## config.mk

```make
export PLATFORM = sky130hd
export DESIGN_NAME = uart_tx_frame
export DESIGN_NICKNAME = d
export VERILOG_FILES = /design/src/rtl/uart_tx_frame.sv
export SDC_FILE = /design/constraint.sdc
export NUM_CORES = 1
export LEC_CHECK = 0
export BUFFER_PORTS_ARGS = -buffer_cell sky130_fd_sc_hd__buf_2
export CELL_PAD_IN_SITES_DETAIL_PLACEMENT = 1
export CELL_PAD_IN_SITES_GLOBAL_PLACEMENT = 1
export CORE_MARGIN = 1.5
export CORE_UTILIZATION = 41
export CTS_CLUSTER_DIAMETER = 80
export DETAILED_ROUTE_END_ITERATION = 16
export PLACE_DENSITY_LB_ADDON = 0.1
export SLEW_MARGIN = 40
export SYNTH_ARGS = -nofsm -noshare
export SYNTH_HDL_FRONTEND = slang
export SYNTH_SLANG_ARGS = --single-unit
```

## constraint.sdc

```tcl
create_clock -name clock -period 2.02 [get_ports clock]
set_input_delay 0.202 -clock clock [delete_from_list [all_inputs] [get_ports clock]]
set_output_delay 0.202 -clock clock [all_outputs]
set_load 0.05 [all_outputs]
```

## src/rtl/uart_tx_frame.sv

```systemverilog
`default_nettype none
// ============================================================================
// Module   : uart_tx_frame
// Brief    : 11-bit UART frame transmitter (start, 8 data LSB first, parity,
//            stop) paced by an externally generated one-cycle baud_tick.
// Revision : 1.0  initial release
// ============================================================================
module uart_tx_frame #(
   parameter int PARITY_ODD = 0
) (
   input  logic       clock,
   input  logic       reset,
   input  logic       baud_tick,
   input  logic       tx_start,
   input  logic [7:0] tx_data,
   output logic       tx,
   output logic       busy,
   output logic       done
);

   localparam logic [1:0] c_st_idle    = 2'd0;
   localparam logic [1:0] c_st_sync    = 2'd1;
   localparam logic [1:0] c_st_send    = 2'd2;
   localparam logic [1:0] c_st_done    = 2'd3;
   localparam logic [3:0] c_last_bit   = 4'd10;
   localparam logic       c_parity_inv = (PARITY_ODD != 0);

   logic [1:0]  r_state;
   logic [1:0]  w_state_nxt;
   logic [10:0] r_shift;
   logic [3:0]  r_bit_cnt;
   logic        w_parity;
   logic        w_accept;
   logic        w_shift_en;

   assign w_parity   = (^tx_data) ^ c_parity_inv;
   assign w_accept   = (r_state == c_st_idle) && tx_start;
   assign w_shift_en = (r_state == c_st_send) && baud_tick && (r_bit_cnt < c_last_bit);

   always_ff @(posedge clock) begin
      if (reset) begin
         r_state <= c_st_idle;
      end else begin
         r_state <= w_state_nxt;
      end
   end

   // SYNC waits for a tick so the start bit is aligned to a bit-period boundary.
   always_comb begin
      w_state_nxt = r_state;
      case (r_state)
         c_st_idle: if (tx_start) w_state_nxt = c_st_sync;
         c_st_sync: if (baud_tick) w_state_nxt = c_st_send;
         c_st_send: if (baud_tick && (r_bit_cnt == c_last_bit)) w_state_nxt = c_st_done;
         c_st_done: w_state_nxt = c_st_idle;
         default:   w_state_nxt = c_st_idle;
      endcase
   end

   always_comb begin
      tx   = 1'b1;
      busy = 1'b0;
      done = 1'b0;
      case (r_state)
         c_st_sync: busy = 1'b1;
         c_st_send: begin
            tx   = r_shift[0];
            busy = 1'b1;
         end
         c_st_done: done = 1'b1;
         default: ;
      endcase
   end

   // Frame is captured whole, so later tx_data changes cannot reach the line.
   always_ff @(posedge clock) begin
      if (reset) begin
         r_shift   <= '1;
         r_bit_cnt <= '0;
      end else if (w_accept) begin
         r_shift   <= {1'b1, w_parity, tx_data, 1'b0};
         r_bit_cnt <= '0;
      end else if (w_shift_en) begin
         r_shift   <= {1'b1, r_shift[10:1]};
         r_bit_cnt <= r_bit_cnt + 4'd1;
      end
   end

endmodule
`default_nettype wire
```

# == Yosys cells after proc, flatten, opt, wreduce, memory -nomap -nowiden ==
# Cells that the tools add are included.
# word_totals
inputBits,12
word_cells,31
output_inout_bits,3
regBits,16
# classes
n_reduce_logical,10
n_eq_ne,7
n_addsub,1
n_mux,9
magnitude_cmp,1
# op_table
operator,count
$mux W10,2
$pmux W2 S4,1
$reduce_xor A8 Y1,1
$mux W2,3
$add A4 B1 Y4 const B,1
$eq A2 B2 Y1 const B,2
$eq A4 B4 Y1 const B,1
$logic_and A1 B1 Y1,4
$lt A4 B4 Y1 const B,1
$ne A2 B2 Y1 const B,2
$reduce_or A2 Y1,2
$mux W1,3
$reduce_and A3 Y1,1
$eq A2 B1 Y1 const B,1
$logic_not A2 Y1,1
$ne A2 B1 Y1 const B,1
$reduce_bool A2 Y1,1

# == Logic depth before layout (Yosys ltp) ==
# depth
ltp_word,5
ltp_mapped,7

# == Worst setup path before layout ==
# OpenSTA, ideal clock, no wires.
# synth_timing
path_kind,flip-flop to flip-flop
start,register r_state[0]
end,register r_shift[1]
period_less_slack_ns,1.504
slack_ns,0.516
path_buffers,1
stages_incl_launch_ff,8
setup_ns,0.122
arrival_ns,1.382
required_time_ns,1.898
cell_sequence,dfxtp_1 -> inv_1 -> ha_1 -> and2_1 -> buf_2 -> and3_1 -> a211oi_1 -> o21bai_1
# synth_via
elab_chain_cells,4
# synth_rtl
item,line,text
"start, declared",28,logic [1:0] r_state;
"start signal, assigned",42,r_state <= c_st_idle;
"start signal, assigned",44,r_state <= w_state_nxt;
$eq A2 B2 Y1,38,assign w_shift_en = (r_state == c_st_send) && baud_tick && (r_bit_cnt < c_last_bit);
$logic_and A1 B1 Y1 (2 in a row),38,
$reduce_bool A2 Y1 (no source line),-,
"end signal, assigned",81,"r_shift <= {1'b1, w_parity, tx_data, 1'b0};"
"end signal, assigned",84,"r_shift <= {1'b1, r_shift[10:1]};"
"end, declared",30,logic [10:0] r_shift;
# Parallel ways exist; a longest one is shown, timed or not.
# A chain may end at the register's enable or synchronous reset.

# == Final worst setup path ==
# layout_timing
start,register r_state[0]
end,register r_bit_cnt[1]
# layout_via
elab_chain_cells,3
# layout_rtl
item,line,text
$eq A2 B2 Y1 or $logic_not A2 Y1 (tied branches),"38, 37",
$logic_and A1 B1 Y1 (on tied branches),"38, 37",
$logic_and A1 B1 Y1 or $reduce_or A2 Y1 (tied branches),-,
"end signal, assigned",85,r_bit_cnt <= r_bit_cnt + 4'd1;
"end, declared",31,logic [3:0] r_bit_cnt;
# Parallel ways exist; a longest one is shown, timed or not.

==> run summary <==
Final hold viol count - 0
Ports - 15
WL/cell - 14.38 um
Mapped Nets - 118
Mean post-synth cell area - 9.171 sq um
Worst Hold End - r_shift[2]$_SDFFE_PP1P_
RSZ-0062 raised after global routing - false
Initial DRC count - 9
Global-route wire length before repair - 3498 um
Met3 Track Usage GR - 6.250%
Die Area - 2530 sq um
Non-filler cells, final - 139
DRT Wirelength - 1999 um
Top-count cell post-synth - dfxtp_1
Pins over their slew limit - 0
Yosys top cell area share - 34.92%
Post-Syn Area - 917.1 sq um
Startpoint Class - register
Hold depth - 3
GRT overflow - 0
Routability cong. - 0.7641
Final clock skew - 0.002859 ns
CTS Buf Count - 3
Worst Path Arrival - 1.93 ns
CTS sink count - 16
Setup violations, final - 0
CTS H-Tree Depth - 1
Width of the chip - 50.30 um
Yosys reg bits - 16
Int Pwr - 0.6684 mW
Pin count of the biggest net entering global routing - 18
Number of synthesized flops with an enable pin - 0
Reg2reg start - r_state[0]$_SDFFE_PP0P_
Syn-to-layout area delta - 11.46%
Worst reg2reg setup slack - 0.28 ns
Leakage - 0.4549 nW
Yosys warns - 0
Post-synth top cells - 16 x dfxtp_1, 11 x nor2_1, 9 x o21bai_1
Crit. End Element - register
Most used routing layer - met2
Min setup slack post-route - 0.2822 ns
Grt met1 use - 22.84%
Vias - 733
Sequential share of power - 38.4%
Diodes inserted - 0
TritonCTS clock tree - done
Status - complete, no violations
Hold WC Path Type - input pin to register
Max Fclk - 575.4 MHz
Placed Cells - 136
Nets - 132
Ys flop type - dfxtp_1
NetSw - 0.4955 mW
Root Buffer - clkbuf_4
Sw Share - 42.57%
Worst-Margin Slew - 0.5629 ns
Vias in the first global route - 791
Async S/R FF share, synth - 0%
Reg-to-Reg End - r_bit_cnt[1]$_SDFFE_PP0P_
Core area - 2042 sq um
Setup TNS - 0 ns
Slew HR - 62.47%
Worst-path clk slew - 0.09 ns
Depth of the worst register-to-register path - 6
Min cycle time layout - 1.738 ns
Worst Hold Slack - 0.1830 ns
Fillers - 257
Pre-Repair DR Iteration Count - 3
Post-route DRC - 0
Cell accounting for the most synthesized area - dfxtp_1
CP max FO - 11
# port buffers - 14
Top cells by area, synth - dfxtp_1 35%, ha_1 8.2%, xnor2_1 7.6%, o21bai_1 7.4%, a211oi_1 6.5%
Combinational power share - 47.4%
Peak VDD IR - 0.6954 mV
Die H - 50.30 um
Hpwl dp - 1528 um
Max Root-Sink Buffers - 2
Rows - 16
Post-DR vias/cell - 5.273
Seq/Total Area, Yosys - 34.92%
Post-Place Worst Slack - 0.1745 ns
Initial antenna violation count - 0
Synth Instances - 100
Worst hold start - tx_data[1]
Post-route ant nets - 0
Max_cap viols - 0
WP data required - 2.21 ns
Pwr/cell area - 1139 nW/um^2
Total track usage - 18.32%
Yosys cell types - 28
Clock Latency Late Sink - 0.28 ns
Share of cells above drive strength 1 - 20.54%
Worst setup path class - register to register
Clock share of power - 14.2%
Fin crit share - 86.03%
GR Util met2 - 31.14%
Initial Utilization - 44.91%
==> kinds of logic (layout without fill, tap and decap cells) <==
family,Yosys count,count (layout),synth area share [%]
and+or+nand+nor,35,35,20.60
DFF,16,16,34.93
adders and majority gates,6,6,8.185
AOI/OAI and AO/OA,22,22,20.60
buffers and inverters,10,22,4.911
xor gates and xnor gates,9,9,8.595
muxes,2,2,2.183
==> power groups by stage <==
stage	logic [mW]	clock network, mW	registers, mW
after global placement	0.535	0	0.449
after global routing	0.607	0.187	0.457
after floorplan	0.463	0	0.436
final	0.551	0.165	0.447
after CTS	0.556	0.172	0.447
after detailed placement	0.553	0	0.455
==> per-stage QoR <==
stage | util, % | power (mW) | instance area (sq um)
2_1_floorplan | - | 0.8991 | 917.1
3_3_place_gp | 48.90 | 0.9834 | 998.5
3_5_place_dp | 48.90 | 1.008 | 998.5
4_1_cts | 50.00 | 1.176 | 1021
5_1_grt | 50.06 | 1.251 | 1022
6_report | 50.06 | 1.164 | 1022
==> state kept, by name (all words and copies together), names as in the netlist <==
| register | flops |
|---|---|
| r_shift | 10 |
| r_bit_cnt | 4 |
| r_state | 2 |
==> critical path, cell delays in order, from the launching register on <==
cell and delay [ns]:
dfxtp_1 0.35, inv_1 0.08, ha_1 0.22, and2_2 0.28
and2_1 0.32, nor2_2 0.08, a2111oi_4 0.30
==> worst max-delay path by stage <==
stage / from / to / cells past startpoint
after floorplan: r_state[0]$_SDFFE_PP0P_ / r_shift[1]$_SDFFE_PP1P_ / 7
after global placement: r_state[0]$_SDFFE_PP0P_ / r_bit_cnt[1]$_SDFFE_PP0P_ / 6
after detailed placement: r_state[0]$_SDFFE_PP0P_ / r_bit_cnt[1]$_SDFFE_PP0P_ / 6
after CTS: r_state[0]$_SDFFE_PP0P_ / r_bit_cnt[1]$_SDFFE_PP0P_ / 6
after global routing: r_state[0]$_SDFFE_PP0P_ / r_bit_cnt[1]$_SDFFE_PP0P_ / 6
final: r_state[0]$_SDFFE_PP0P_ / r_bit_cnt[1]$_SDFFE_PP0P_ / 6
==> layout make-up <==
type | count | area (sq um) | area share [%]
clock buffers | 3 | 22.52 | 2.203
multi-input cells | 74 | 553.0 | 54.10
well taps | 27 | 33.78 | 3.305
flip-flops and latches | 16 | 320.3 | 31.33
repair buffers | 15 | 77.57 | 7.589
inverters | 4 | 15.01 | 1.469
==> routing by layer <==
layer  up-vias  routed length, um  share of wire [%]
li1        376                  -                  -
met1       344                999                 50
met2        10                926                 46
met3         3                 66                3.3
met4         0                  7               0.35
met5         -                  0                  0
==> cell usage in the layout (no fill, tap or decap) <==
cell type	synthesis	routed
nor4_1	1	1
nand3_1	1	1
a221oi_2	1	1
nor3_1	5	5
and2_1	3	2
nor2_1	11	11
a41oi_1	1	1
ha_1	6	6
inv_1	4	4
o21bai_1	9	9
o21ai_1	1	1
xor2_1	1	1
clkbuf_4	0	3
nor2_2	1	1
a211oi_1	8	8
nand4b_1	1	1
nor2b_1	1	1
a2111oi_4	1	1
nand2b_1	1	1
and2_2	0	1
nand2_1	1	1
a21oi_1	1	1
dfxtp_1	16	16
and3_1	8	8
nand2_4	1	1
buf_2	3	14
mux2i_1	2	2
buf_4	1	1
xnor2_1	8	8
==> what timing repair did <==
action | in CTS | in global routing
endpoints found under the setup margin | 0 | 1
hold buffers | 0 | 0
setup buffers | 0 | 0
gates resized for setup | 0 | 1
(Power assumes the default switching activity.)
